`config.mk`:
```
export PLATFORM = sky130hd
export DESIGN_NAME = shot_ctl
export DESIGN_NICKNAME = d
export VERILOG_FILES = /design/src/rtl/game_pkg.sv /design/src/rtl/rise_edge.sv /design/src/rtl/shot_ctl.sv
export SDC_FILE = /design/constraint.sdc
export NUM_CORES = 1
export LEC_CHECK = 0
export ABC_AREA = 1
export CAP_MARGIN = 20
export CORE_MARGIN = 8
export CORE_UTILIZATION = 40
export CTS_BUF_LIST = sky130_fd_sc_hd__clkbuf_8 sky130_fd_sc_hd__clkbuf_16
export CTS_CLUSTER_SIZE = 12
export DETAILED_ROUTE_END_ITERATION = 12
export HOLD_SLACK_MARGIN = 0.06
export MAX_ROUTING_LAYER = met4
export SYNTH_ARGS = -nofsm -noshare
export SYNTH_HDL_FRONTEND = slang
export SYNTH_SLANG_ARGS = --single-unit
```
`constraint.sdc`:
```
create_clock -name clk -period 6.67 [get_ports clk]
set_input_delay 1.0005 -clock clk [delete_from_list [all_inputs] [get_ports clk]]
set_output_delay 1.0005 -clock clk [all_outputs]
set_load 0.01 [all_outputs]
```
`src/rtl/game_pkg.sv`:
```
// rtl/game_pkg.sv - shared game constants and shot controller state type
package game_pkg;

  localparam int DUCK_WIDTH  = 96;
  localparam int DUCK_HEIGHT = 32;
  localparam int X_MAX       = 1024;
  localparam int GROUND      = 620;

  typedef enum logic [2:0] {
    S_IDLE,
    S_ARMED,
    S_CHECK,
    S_HIT_HOLD,
    S_ESCAPE
  } shot_state_t;

endpackage

```
`src/rtl/rise_edge.sv`:
```
// rtl/rise_edge.sv - rising-edge detector against the previous registered sample
module rise_edge (
  input  logic clk,
  input  logic rst,
  input  logic d,
  output logic rise
);

  logic d_q;

  always_ff @(posedge clk) begin
    if (rst) d_q <= 1'b0;
    else     d_q <= d;
  end

  assign rise = d & ~d_q;

endmodule

```
`src/rtl/shot_ctl.sv`:
```
// rtl/shot_ctl.sv - click evaluation against the duck box, hold phases and hit bookkeeping
module shot_ctl #(
  parameter int DUCK_WIDTH  = game_pkg::DUCK_WIDTH,
  parameter int DUCK_HEIGHT = game_pkg::DUCK_HEIGHT,
  parameter int SHOTS       = 3,
  parameter int HOLD_CYCLES = 65_000_000
) (
  input  logic        clk,
  input  logic        rst,
  input  logic        game_enable,
  input  logic        mouse_left,
  input  logic [11:0] mouse_xpos,
  input  logic [11:0] mouse_ypos,
  input  logic [11:0] duck_xpos,
  input  logic [11:0] duck_ypos,
  output logic        target_killed,
  output logic        duck_escaped,
  output logic        new_duck,
  output logic [1:0]  shots_left,
  output logic [7:0]  hit_count
);
  import game_pkg::*;

  localparam int          CW         = (HOLD_CYCLES > 1) ? $clog2(HOLD_CYCLES) : 1;
  localparam logic [1:0]  SHOTS_INIT = 2'(SHOTS);
  localparam logic [CW-1:0] HOLD_LAST = CW'(HOLD_CYCLES - 1);

  shot_state_t   state;
  logic [CW-1:0] hold_cnt;
  logic [11:0]   mx, my, dx, dy;
  logic          click;
  logic          hit;

  rise_edge u_click (
    .clk  (clk),
    .rst  (rst),
    .d    (mouse_left),
    .rise (click)
  );

  // 13-bit sums keep ducks near the right/bottom limit from wrapping
  assign hit = ({1'b0, mx} >= {1'b0, dx}) &&
               ({1'b0, mx} <  {1'b0, dx} + 13'(DUCK_WIDTH)) &&
               ({1'b0, my} >= {1'b0, dy}) &&
               ({1'b0, my} <  {1'b0, dy} + 13'(DUCK_HEIGHT));

  always_ff @(posedge clk) begin
    if (rst) begin
      state         <= S_IDLE;
      hold_cnt      <= '0;
      mx            <= '0;
      my            <= '0;
      dx            <= '0;
      dy            <= '0;
      target_killed <= 1'b0;
      duck_escaped  <= 1'b0;
      new_duck      <= 1'b0;
      shots_left    <= SHOTS_INIT;
      hit_count     <= '0;
    end else begin
      new_duck <= 1'b0;
      if (!game_enable) begin
        state         <= S_IDLE;
        hold_cnt      <= '0;
        target_killed <= 1'b0;
        duck_escaped  <= 1'b0;
        shots_left    <= SHOTS_INIT;
      end else begin
        case (state)
          S_IDLE: begin
            shots_left <= SHOTS_INIT;
            hold_cnt   <= '0;
            state      <= S_ARMED;
          end
          S_ARMED: begin
            if (click) begin
              mx    <= mouse_xpos;
              my    <= mouse_ypos;
              dx    <= duck_xpos;
              dy    <= duck_ypos;
              state <= S_CHECK;
            end
          end
          S_CHECK: begin
            if (hit) begin
              target_killed <= 1'b1;
              if (hit_count != 8'hFF) hit_count <= hit_count + 8'd1;
              state <= S_HIT_HOLD;
            end else if (shots_left > 2'd1) begin
              shots_left <= shots_left - 2'd1;
              state      <= S_ARMED;
            end else begin
              shots_left   <= 2'd0;
              duck_escaped <= 1'b1;
              state        <= S_ESCAPE;
            end
          end
          S_HIT_HOLD, S_ESCAPE: begin
            if (hold_cnt == HOLD_LAST) begin
              target_killed <= 1'b0;
              duck_escaped  <= 1'b0;
              new_duck      <= 1'b1;
              shots_left    <= SHOTS_INIT;
              hold_cnt      <= '0;
              state         <= S_ARMED;
            end else begin
              hold_cnt <= hold_cnt + 1'b1;
            end
          end
          default: state <= S_IDLE;
        endcase
      end
    end
  end

endmodule

```
=== Word level (Yosys, flattened, before mapping) ===
Cells that the tools add are included.

* Bitwise logic cells: 4
* Divide/modulo/power cells: 0
* Reductions and logical operators: 16
* Muxes and demuxes: 18
* Magnitude comparators: 5
* Shift-type cells: 0
* Multiply operators: 0
* Add/subtract/negate cells: 5
* Equal/unequal tests: 11

{| class="wikitable"
|+ Operators with widths
! operator !! number
|-
| $pmux W26 S2 || 1
|-
| $add A26 B1 Y26 const B || 1
|-
| $eq A26 B26 Y1 const B || 1
|-
| $lt A12 B13 Y1 || 2
|-
| $mux W26 || 1
|-
| $ge A12 B12 Y1 || 2
|-
| $add A12 B6 Y13 const B || 1
|-
| $add A12 B7 Y13 const B || 1
|-
| $mux W3 || 4
|-
| $pmux W3 S4 || 1
|-
| $ne A2 B2 Y1 const B || 5
|-
| $reduce_and A3 Y1 || 3
|-
| $add A8 B1 Y8 const B || 1
|-
| $ne A8 B8 Y1 const B || 1
|-
| $reduce_and A4 Y1 || 2
|-
| $eq A3 B2 Y1 const B || 2
|-
| $mux W2 || 3
|-
| $pmux W2 S3 || 1
|-
| $mux W1 || 5
|-
| $pmux W1 S2 || 2
|-
| $reduce_bool A2 Y1 || 2
|-
| $reduce_or A2 Y1 || 2
|-
| $eq A3 B1 Y1 const B || 1
|-
| $eq A3 B3 Y1 const B || 1
|-
| other kinds (9) || 13
|}

* Memories: 0
* Logic and storage cells: 71
* Input port bits: 52
* ROM bits: 0
* Flip-flop bits (word level): 91
* Bits in latches: 0
* Output and inout port bits: 13
* Bits in writable memories: 0

=== Longest topological paths before layout ===
* Word-level depth: 7
* Gate-level depth with buffers: 19
* Gate-level depth less buffers: 19

=== Hierarchy ===
From an unflattened synthesis, not the netlist that was laid out.

* Cell total of the unflattened synthesis: 727
* Area total of the unflattened synthesis: 5117.4 um2

{| class="wikitable"
|+ Modules (own cells, without submodules)
! module !! instances !! cells an instance !! area each (um2) !! seq. area each (um2)
|-
| shot_ctl || 1 || 723 || 5086.1 || 1801.7
|-
| rise_edge || 1 || 4 || 31.3 || 20.0
|}

=== Worst setup path after synthesis ===
Ideal clock, no wire load.

* Kind: register -> register
* Start: register dx[5]
* End: register hit_count[6]
* Required time: 6.538 ns
* Data arrival time: 2.329 ns
* Buffers on the path: 0
* Library setup time: 0.132 ns
* Slack: 4.209 ns
* Clock period less this slack: 2.461 ns
* Stages on the path, launching flop included: 17
* Cell sequence: dfxtp_1 -> inv_2 -> ha_1 -> or2_2 -> nor3_1 -> xor2_1 -> ha_1 -> nand2_1 -> nand2_1 -> nand2_1 -> nand3_2 -> nor2_2 -> nand3_2 -> nor2_8 -> nand3_4 -> nand2_1 -> a21oi_1

* Word-level cells in the longest chain between the ends: 6
* Elaborated cells on any way between the ends: 7
* Those cells by class: add/sub: 1; order compare: 2; reduce/logical: 4

{| class="wikitable"
|+ RTL lines
! element !! line !! RTL
|-
| start, declared || shot_ctl.sv:30 || <nowiki>logic [11:0] mx, my, dx, dy;</nowiki>
|-
| start signal, assigned || shot_ctl.sv:79 || <nowiki>dx <= duck_xpos;</nowiki>
|-
| $add A12 B7 Y13 || shot_ctl.sv:43 || <nowiki>({1'b0, mx} < {1'b0, dx} + 13'(DUCK_WIDTH)) &&</nowiki>
|-
| $lt A12 B13 Y1 || shot_ctl.sv:43 ||
|-
| $logic_and A1 B1 Y1 * || shot_ctl.sv:42 || <nowiki>assign hit = ({1'b0, mx} >= {1'b0, dx}) &&</nowiki>
|-
| $logic_and A1 B1 Y1 * || shot_ctl.sv:43 ||
|-
| $logic_and A1 B1 Y1 * || shot_ctl.sv:44 || <nowiki>({1'b0, my} >= {1'b0, dy}) &&</nowiki>
|-
| $reduce_and A4 Y1 (no source line) * || n/a ||
|-
| end signal, assigned || shot_ctl.sv:87 || <nowiki>if (hit_count != 8'hFF) hit_count <= hit_count + 8'd1;</nowiki>
|-
| end, declared || shot_ctl.sv:20 || <nowiki>output logic [7:0] hit_count</nowiki>
|}

Mark *: on every way between the ends. The rest lies on a longest branch, timed or not.
A chain may end at the register's enable or synchronous reset.

=== Final worst setup path ===
* Start: input port game_enable
* End: register dy[10]

* Word-level cells in the longest chain between the ends: 1

{| class="wikitable"
|+ RTL lines
! element !! line !! RTL
|-
| start, declared || shot_ctl.sv:10 || <nowiki>input logic game_enable,</nowiki>
|-
| $reduce_and A3 Y1 (no source line) || n/a ||
|-
| end signal, assigned || shot_ctl.sv:80 || <nowiki>dy <= duck_ypos;</nowiki>
|-
| end, declared || shot_ctl.sv:30 ||
|}

Every way passes these cells.

==> results.json <==
{
  "status": "finished, final reports clean",
  "h-tree-depth": 3,
  "endpoint": "dy[10]",
  "netlist.top_cell.by_area": "dfxtp_1",
  "start_kind": "input port",
  "clk_pin_slew_worst_paths_ns": 0.06,
  "yosys_warnings": 0,
  "worst-path-stages": 8,
  "synth_flop_cell": "dfxtp_1",
  "power.density_nw_per_um2": 193,
  "synthTopCellsByArea": "dfxtp_1, ha_1, nand2_1",
  "worstPathArrival_ns": 3.10,
  "diodes": 0,
  "ys_seq_elements": 91,
  "setup-tns-final_ns": 0,
  "syn_nets": 801,
  "wl_mm": 12.0,
  "rows": 41,
  "place.gp.congestion": 0.850,
  "regArea_um2": 1820,
  "ys_types": 42,
  "slowest_stage": "clkdlybuf4s50_1",
  "hold_class": "flip-flop to flip-flop",
  "dieArea_um2": 16800,
  "grt_pass1_vias": 4433,
  "ys_async_sr_fraction_pct": 0,
  "cts_post_setup_buffers_inserted": 0,
  "min_period_ns": 2.87,
  "critical_path.cell_chain": "clkdlybuf4s50_1, inv_2, nor3_4, buf_4, inv_2, buf_12, o21ai_0, a21oi_1",
  "r2r_cells": 16,
  "grtUsageMet1_pct": 17.8,
  "num_io_pins": 65,
  "grt_overflow": 0,
  "area_delta_synth_final_pct": 21.1,
  "cts_made_buffers": 9,
  "ant_nets": 0,
  "start_util_pct": 40.9,
  "cp_common_cell": "inv_2",
  "finClkSkew_ns": 0.00400,
  "core_um2": 12600,
  "multi_input_area_um2": 2910,
  "fin_nets": 861,
  "synth_commonest_cells": "nand2_1, nor2_1, dfxtp_1, inv_1, a21oi_1",
  "worst_path_dominant_cell_family": "buffers and inverters",
  "setup_violations": 0,
  "finalCritPeriodShare_pct": 43.1,
  "crit_path_end_kind": "flip-flop",
  "die_w_um": 129,
  "r2r_slack_ns": 3.83,
  "total_leakage_power_nw": 2.59,
  "avgViaCountPerCell": 4.86,
  "drc_errors": 0,
  "syn_inst": 707,
  "syn_avg_cell_area_um2": 7.28,
  "critPathRequiredTime_ns": 6.90,
  "grt_setup_unrepaired": "false",
  "cts_sinks": 91,
  "path_class": "input port to flip-flop",
  "synth_top_area_share_pct": 35.4,
  "wl_per_cell_um": 12.7,
  "hold_viol": 0,
  "r2r-start": "dx[5]",
  "synthMostInstantiatedCell": "nand2_1",
  "cts_resized": 0,
  "crit_path_max_fanout": 44,
  "synth_seq_area_share_pct": 35.4,
  "crit_buf_inv": 5,
  "slew_viol_final": 0,
  "worstSetupStartpoint": "game_enable",
  "worst_pin_slew_ns": 0.530,
  "hold_buffers": 0,
  "slew_headroom_pct": 64.5,
  "critPathMaxStageDelay_ns": 0.73,
  "cts_root_buf": "clkbuf_16",
  "io_buffers": 64,
  "drive_above_1_share_pct": 8.42,
  "grt_usage_pct": 15.3,
  "ir_worst_vdd_mv": 0.112,
  "synth_edf_count": 0,
  "busiest_layer": "met2",
  "clk_latency_ns": 0.34,
  "worstReg2RegEnd": "hit_count[4]",
  "syn-cell-area_um2": 5150,
  "met3_usage_pct": 5.01,
  "grt_start_max_net_pins": 73,
  "antenna_found_initial": 0,
  "tritoncts": "built",
  "cts.path.max_buffers": 2,
  "grt_pass1_wl_mm": 20.2,
  "vias": 4584,
  "clock.fmax_mhz": 348,
  "drt_iter0_drc": 271,
  "die_y_um": 129,
  "maxCapViolCount": 0,
  "dp_hpwl_mm": 8.79,
  "fillers": 1244,
  "first_pass_iters": 4,
  "final_util_pct": 49.6,
  "met2_usage_pct": 24.8
}
[tightest hold or removal path: stages, from the launching register on]
cell and delay (ns):
dfxtp_1 0.31, inv_1 0.05, a21oi_1 0.05
[state kept, by name, indices dropped and copies added, names as in the netlist, 2 cells and up]
name        flops
state           3
hit_count       8
dy             12
shots_left      2
hold_cnt       26
dx             12
mx             12
my             12
[worst min-delay path by stage]
stage | cells past startpoint | to | startpoint
finish | 2 | hold_cnt[20] | hold_cnt[20]
global route | 2 | hold_cnt[20] | hold_cnt[20]
CTS | 2 | hold_cnt[20] | hold_cnt[20]
detailed placement | 2 | hold_cnt[20] | hold_cnt[20]
global placement | 2 | hold_cnt[23] | hold_cnt[23]
floorplan | 2 | hold_cnt[23] | hold_cnt[23]
[logic make-up after synthesis]
group                      count (synthesis)  share of synthesized area, %
AOI/OAI and AO/OA                        135                          14.2
xor gates and xnor gates                  23                          3.91
adders and majority gates                 42                          10.2
buffers and inverters                    108                          8.12
DFF                                       91                          35.4
and+or+nand+nor                          308                          28.2
[through the flow]
step | worst slack, ns | total power, mW | cells | instance area [µm²] | hold WS (ns)
6_report | 3.80 | 1.20 | 944 | 6230 | 0.448
5_1_grt | 3.64 | 1.26 | 944 | 6230 | 0.477
4_1_cts | 3.65 | 1.22 | 943 | 6210 | 0.449
3_5_place_dp | 3.33 | 0.741 | 927 | 5940 | 0.440
3_3_place_gp | 3.38 | 0.740 | 927 | 5940 | 0.430
2_1_floorplan | 4.21 | 0.683 | 707 | 5150 | 0.421
[cells in the final DEF, fill, tap and decap left out, drive strengths merged]
| master | n |
|---|---|
| nand2 | 127 |
| nor2 | 104 |
| inv | 92 |
| dfxtp | 91 |
| a21oi | 65 |
| clkdlybuf4s50 | 64 |
| o21ai | 63 |
| ha | 42 |
| nand3 | 26 |
| nor3 | 21 |
| xor2 | 18 |
| nand4 | 17 |
| clkbuf | 10 |
| xnor2 | 5 |
| nor3b | 5 |
| nor4 | 3 |
| clkinv | 3 |
| buf | 3 |
| or2 | 2 |
| o21bai | 2 |
| o21a | 1 |
| nand3b | 1 |
| a21o | 1 |
| a311oi | 1 |
| a211oi | 1 |
| a31oi | 1 |
| nor4b | 1 |
| and3 | 1 |
| clkinvlp | 1 |
[layer usage]
| layer | share of wire (%) | wire (µm) |
|---|---|---|
| met1 | 47 | 5650 |
| met2 | 47 | 5570 |
| met3 | 4.7 | 568 |
| met4 | 1.5 | 182 |
| met5 | 0 | 0 |
[report_power, final]
part	internal, mW	switching, mW	total [mW]	leakage, nW
sequential	0.554	0.00734	0.561	0.735
combinational	0.0738	0.0950	0.169	1.72
clock	0.259	0.212	0.472	0.141
[layout make-up]
class,count,share of cell area (%)
repair buffers,67,10.8
well taps,172,3.45
multi-input cells,508,46.7
clock buffers,10,3.84
clock inverters,6,0.542
inverters,90,5.42
flip-flops and latches,91,29.2
(Power assumes the default switching activity.)
